$ cat src/rtl/adder_sched_pkg.sv
// Shared types and default sizing for the round-robin adder scheduler.
package adder_sched_pkg;

    // Scheduler FSM: wait for a request, add, then hold the response.
    typedef enum logic [1:0] {
        IDLE = 2'd0,
        EXEC = 2'd1,
        RESP = 2'd2
    } sched_state_t;

    localparam int DEF_NREQ = 4;
    localparam int DEF_W    = 8;
    localparam int DEF_IDW  = 2;
    localparam int DEF_CNTW = 16;

endpackage : adder_sched_pkg

$ cat src/rtl/rr_arbiter.sv
// Combinational round-robin arbiter: picks the first asserted request at or
// after the pointer, searching upward and wrapping at NREQ-1.
module rr_arbiter #(
    parameter int NREQ = 4,
    parameter int IDW  = 2
) (
    input  logic [NREQ-1:0] i_req,
    input  logic [IDW-1:0]  i_ptr,
    output logic [NREQ-1:0] o_grant,
    output logic [IDW-1:0]  o_idx,
    output logic            o_any_req
);

    localparam int SW = IDW + 1;

    logic [2*NREQ-1:0] w_dbl;
    logic [NREQ-1:0]   w_rot;
    logic [IDW-1:0]    w_off;
    logic [SW-1:0]     w_sum;

    // Rotating a doubled copy puts the pointer position at bit 0, so the
    // search below is a plain lowest-set-bit scan.
    assign w_dbl = {i_req, i_req};
    assign w_rot = NREQ'(w_dbl >> i_ptr);

    // Lowest set bit of the rotated vector is the offset from the pointer.
    always_comb begin
        w_off = '0;
        for (int k = NREQ - 1; k >= 0; k--) begin
            if (w_rot[k]) begin
                w_off = IDW'(k);
            end
        end
    end

    // Undo the rotation; NREQ need not be a power of two, so wrap explicitly.
    assign w_sum     = {1'b0, i_ptr} + {1'b0, w_off};
    assign o_idx     = (w_sum >= SW'(NREQ)) ? IDW'(w_sum - SW'(NREQ)) : IDW'(w_sum);
    assign o_any_req = |i_req;

    genvar gi;
    generate
        for (gi = 0; gi < NREQ; gi++) begin : g_grant
            assign o_grant[gi] = o_any_req && (o_idx == IDW'(gi));
        end
    endgenerate

endmodule : rr_arbiter

$ cat src/rtl/adder_rr_sched.sv
// Round-robin scheduler sharing one registered W-bit adder between NREQ
// requesters. Request: valid/ready per requester; response: valid/ready.
module adder_rr_sched
    import adder_sched_pkg::*;
#(
    parameter int NREQ = DEF_NREQ,
    parameter int W    = DEF_W,
    parameter int IDW  = DEF_IDW,
    parameter int CNTW = DEF_CNTW
) (
    input  logic              clk,
    input  logic              rst_n,
    input  logic [NREQ-1:0]   req_valid,
    input  logic [NREQ*W-1:0] req_a,
    input  logic [NREQ*W-1:0] req_b,
    output logic [NREQ-1:0]   req_ready,
    output logic              rsp_valid,
    output logic [W-1:0]      rsp_sum,
    output logic              rsp_carry,
    output logic [IDW-1:0]    rsp_id,
    input  logic              rsp_ready,
    output logic              busy,
    output logic [CNTW-1:0]   op_count
);

    sched_state_t   r_state;
    logic [IDW-1:0] r_ptr;
    logic [W-1:0]   r_a;
    logic [W-1:0]   r_b;
    logic [IDW-1:0] r_gid;
    logic [W-1:0]   r_sum;
    logic           r_carry;
    logic [IDW-1:0] r_id;
    logic           r_valid;
    logic           r_busy;
    logic [CNTW-1:0] r_count;

    logic [W-1:0]    w_a [NREQ];
    logic [W-1:0]    w_b [NREQ];
    logic [NREQ-1:0] w_grant;
    logic [IDW-1:0]  w_idx;
    logic            w_any;
    logic [IDW-1:0]  w_ptr_next;
    logic [W:0]      w_add;

    // Unpack the flat operand buses into per-requester lanes.
    genvar gi;
    generate
        for (gi = 0; gi < NREQ; gi++) begin : g_lane
            assign w_a[gi] = req_a[gi*W +: W];
            assign w_b[gi] = req_b[gi*W +: W];
        end
    endgenerate

    rr_arbiter #(
        .NREQ (NREQ),
        .IDW  (IDW)
    ) u_arb (
        .i_req     (req_valid),
        .i_ptr     (r_ptr),
        .o_grant   (w_grant),
        .o_idx     (w_idx),
        .o_any_req (w_any)
    );

    // Next pointer sits just past the winner so it drops to lowest priority.
    assign w_ptr_next = (w_idx == IDW'(NREQ - 1)) ? '0 : w_idx + IDW'(1);

    // Add at W+1 bits so the top bit is the carry-out.
    assign w_add = {1'b0, r_a} + {1'b0, r_b};

    // Grant is only offered while idle; operands are captured on that edge.
    assign req_ready = (r_state == IDLE) ? w_grant : '0;

    // Scheduler FSM with registered response, busy flag and counter.
    always_ff @(posedge clk or negedge rst_n) begin
        if (!rst_n) begin
            r_state <= IDLE;
            r_ptr   <= '0;
            r_a     <= '0;
            r_b     <= '0;
            r_gid   <= '0;
            r_sum   <= '0;
            r_carry <= 1'b0;
            r_id    <= '0;
            r_valid <= 1'b0;
            r_busy  <= 1'b0;
            r_count <= '0;
        end else begin
            case (r_state)
                IDLE: begin
                    if (w_any) begin
                        r_a     <= w_a[w_idx];
                        r_b     <= w_b[w_idx];
                        r_gid   <= w_idx;
                        r_ptr   <= w_ptr_next;
                        r_busy  <= 1'b1;
                        r_state <= EXEC;
                    end
                end
                EXEC: begin
                    {r_carry, r_sum} <= w_add;
                    r_id    <= r_gid;
                    r_valid <= 1'b1;
                    r_state <= RESP;
                end
                RESP: begin
                    if (rsp_ready) begin
                        r_valid <= 1'b0;
                        r_busy  <= 1'b0;
                        r_count <= r_count + CNTW'(1);
                        r_state <= IDLE;
                    end
                end
                default: begin
                    r_valid <= 1'b0;
                    r_busy  <= 1'b0;
                    r_state <= IDLE;
                end
            endcase
        end
    end

    assign rsp_valid = r_valid;
    assign rsp_sum   = r_sum;
    assign rsp_carry = r_carry;
    assign rsp_id    = r_id;
    assign busy      = r_busy;
    assign op_count  = r_count;

endmodule : adder_rr_sched
$ cat config.mk
export PLATFORM = sky130hd
export DESIGN_NAME = adder_rr_sched
export DESIGN_NICKNAME = d
export VERILOG_FILES = /design/src/rtl/adder_sched_pkg.sv /design/src/rtl/rr_arbiter.sv /design/src/rtl/adder_rr_sched.sv
export SDC_FILE = /design/constraint.sdc
export NUM_CORES = 1
export LEC_CHECK = 0
export ABC_AREA = 1
export BUFFER_PORTS_ARGS = -buffer_cell sky130_fd_sc_hd__buf_2
export CAP_MARGIN = 5
export CORE_AREA = 2 2 60 119
export DETAILED_ROUTE_END_ITERATION = 6
export DIE_AREA = 0 0 62 121
export PLACE_DENSITY = 0.78
export SYNTH_ARGS = -nofsm -noshare
export SYNTH_HDL_FRONTEND = slang
export SYNTH_SLANG_ARGS = --single-unit
$ cat constraint.sdc
create_clock -name clk -period 2.9 [get_ports clk]
set_input_delay 0.435 -clock clk [delete_from_list [all_inputs] [get_ports clk]]
set_output_delay 0.435 -clock clk [all_outputs]
set_load 0.01 [all_outputs]
==> impl_metrics.ini <==
[status]
status = complete, no violations

[sta]
worst_slew_pin_slew_ns = 0.704
finalMaxSlewViolations = 0
maxSlewHeadroom = 0.530
period_share = 0.966
fin_skew_ns = 0.00625
fin_crit_ns = 2.80
max_freq_ghz = 0.357
hold_viol = 0
setup_viol = 0

[cts]
cts_buffers = 5
clock-sinks = 51
clkLatencyLatePin_ns = 0.29
cts.reportedPaths.clkPinSlew_ns = 0.06
root_buffer = clkbuf_16
clockBufferDepth = 2
cts_tree = yes
cts_max_level = 2

[floorplanning]
dieArea_um2 = 7500
fp.dieW_um = 62
ios = 104
initial_core_util = 0.487
core_um2 = 6570
die_y_um = 121
num_rows = 42

[detailed_routing]
wl_um = 6900
drt-wirelength-per-cell_um = 12.3
num_vias = 2782
vias_per_cell = 4.94
drcViolationCount = 0
drtIter0Drc = 112
firstDrtPassIters = 4
ant_nets = 0

[global_route]
busiest_layer = met2
grt_pass1_vias = 2745
grtUsageTotal = 0.204
globalRouteMet2Util = 0.380
grt_overflow = 0
grt_pass1_wl_um = 11600
antenna_found_initial = 0
met3_usage = 0.0299
grt_start_max_net_pins = 33
globalRouteMet1Util = 0.209

[synthesis]
syn_area_um2 = 3200
yosysUniqueCellTypes = 36
synth_edf_count = 0
synth_fp_nets = 450
synth_simple_gate_area_frac = 0.290
yosys.area_share.adder = 0.0493
async_flop_share = 1.00
synth_xor_xnor_area_share = 0.0516
syn_avg_cell_area_um2 = 8.71
synthCells = 367
synth_ff_type = dfrtp_1
yosys_register_bits = 51
synth_top_family_by_area = simple AND/OR/NAND/NOR gates
yosysSeqAreaShare = 0.399
synth-compound-area-share = 0.0391
synthMuxAreaShare = 0.104
yosys_warnings = 0

[power_and_ir_drop]
power_frac_comb = 0.652
intPower_w = 0.00272
power_density_nw_per_um2 = 1290
total_power_w = 0.00509
switchingPower_w = 0.00237
p_sw_frac = 0.466
p_leak_nw = 2.15
vdd_drop_max_uv = 1650
p_clk_frac = 0.110
power_frac_seq = 0.238

[critical_path]
worstPathArrival_ns = 2.37
worstSetupEndpointType = output port
path_common_cell = nand3_1
rrSetupSlack_ns = 0.53
cp_slowest_stage_delay_ns = 0.45
r2r-start = r_ptr[0]$_DFFE_PN0P_
r2r_end = r_a[2]$_DFFE_PN0P_
path_cells = nand2_1, nand3_1, nand2_2, nand3_1, a21boi_2, ha_4, xor2_4, inv_2, nand3_4, nand2_4, ha_1, inv_1, nor2_1, buf_2
worstSetupPathType = register to output port
r2r_cells = 12
cp_slowest_cell = dfrtp_2
crit_fanout = 6
worstPathRequired_ns = 2.47
setup.worst_path.start_class = register

[worst_hold_path]
min-delay-path-class = input port to async pin

[final_layout]
layout.nets = 557
layout_common_cells = buf_2 (103), nand2_1 (88), dfrtp_1 (49), nand3_1 (47), mux2i_1 (32)
drive_above_1_share = 0.339
antenna-diode-count = 0
final_util = 0.602
layout_commonest_cell = buf_2
layout-area-overhead-vs-synth_pct = 23.6

[run]
max_cap_violations = 0

[placement]
gp_congestion = 0.894
port_buffers = 103
hpwl_um = 5520
==> cell families (layout without fill, tap and decap cells) <==
family	Yosys count	count (layout)
buf+inv	39	147
xor+xnor	18	18
flops	51	51
mux	33	33
simple gates	191	191
fa+ha+maj	12	12
compound gates	23	23
==> through the flow <==
stage / setup WS (ns) / cells / hold WS (ns) / cell area (µm²) / setup TNS, ns
floorplan: 0.427 / 367 / 0.139 / 3200 / 0
global placement: 0.253 / 551 / 0.446 / 3750 / 0
detailed placement: 0.167 / 551 / 0.454 / 3750 / 0
CTS: 0.0246 / 562 / 0.138 / 3930 / 0
global route: -0.0446 / 563 / 0.162 / 3950 / -0.0446
finish: 0.0974 / 563 / 0.116 / 3950 / 0
==> how the worst max path moves through the flow <==
| stage | start | end | slack, ns | depth (start not counted) |
|---|---|---|---|---|
| 5_1_grt | r_ptr[0]$_DFFE_PN0P_ | req_ready[3] | -0.04 | 15 |
| 3_3_place_gp | req_valid[1] | req_ready[3] | 0.25 | 14 |
| 3_5_place_dp | req_valid[3] | req_ready[3] | 0.17 | 14 |
| 2_1_floorplan | r_ptr[0]$_DFFE_PN0P_ | req_ready[3] | 0.43 | 15 |
| 6_report | r_ptr[0]$_DFFE_PN0P_ | req_ready[3] | 0.1 | 14 |
| 4_1_cts | r_ptr[0]$_DFFE_PN0P_ | req_ready[3] | 0.02 | 15 |
==> cells in the mapped netlist (2+ instances only) <==
master | count | area, µm²
nand2_2 | 19 | 119
ha_1 | 11 | 138
or2_2 | 2 | 12.5
nor3_1 | 2 | 10.0
a21oi_1 | 7 | 35.0
buf_6 | 6 | 67.6
xor2_1 | 10 | 87.6
inv_2 | 4 | 15.0
inv_1 | 22 | 82.6
nor2_1 | 17 | 63.8
dfrtp_1 | 51 | 1280
nand3_2 | 5 | 50.1
nand2_1 | 89 | 334
mux2i_1 | 32 | 320
nand4_1 | 4 | 25.0
nand2_4 | 2 | 22.5
nand3_1 | 47 | 235
a31oi_1 | 3 | 18.8
xnor2_1 | 7 | 61.3
buf_2 | 2 | 10.0
o21ai_0 | 10 | 50.1
==> flip-flops by register name, summed over array words and instances, names as in the netlist <==
signal	cells
rsp_valid	1
rsp_carry	1
rsp_id	2
r_state	2
r_a	8
busy	1
op_count	16
r_ptr	2
rsp_sum	8
r_b	8
r_gid	2
==> timing repair <==
item                                   in CTS  in global routing
buffers inserted                            3                  1
setup endpoints to repair                   1                  3
gates cloned                                0                  0
pin swaps                                   2                  3
hold buffers                                0                  0
gates resized for setup                     3                  5
endpoints found under the hold margin       0                  0
==> worst max-delay path, delay by kind of cell, from the launching register on <==
kind	cells	cell delay, ns
compound gates	1	0.18
xor+xnor	1	0.20
fa+ha+maj	2	0.40
buf+inv	3	0.26
flops	1	0.45
simple gates	7	0.57
==> metal layers <==
layer	part of all wire	wire (µm)	up-vias
met3	0.042	288	19
li1	-	-	1423
met2	0.58	3970	87
met5	0	0	-
met4	0.030	207	0
met1	0.35	2440	1253
==> power groups by stage <==
stage,combinational (W),sequential (W),clock [W]
3_5_place_dp,0.00320,0.00122,0
5_1_grt,0.00374,0.00125,0.000602
6_report,0.00332,0.00121,0.000561
2_1_floorplan,0.00267,0.00124,0
3_3_place_gp,0.00312,0.00121,0
4_1_cts,0.00329,0.00121,0.000579
==> final cells by class <==
cell class | instances | area (µm²)
Inverter | 26 | 100
Sequential cell | 51 | 1280
Clock inverter | 1 | 5.00
Fill cell | 611 | 2620
Multi-Input combinational cell | 277 | 1740
Tap cell | 88 | 110
Clock buffer | 7 | 133
Timing Repair Buffer | 113 | 591
(Power assumes the default switching activity.)
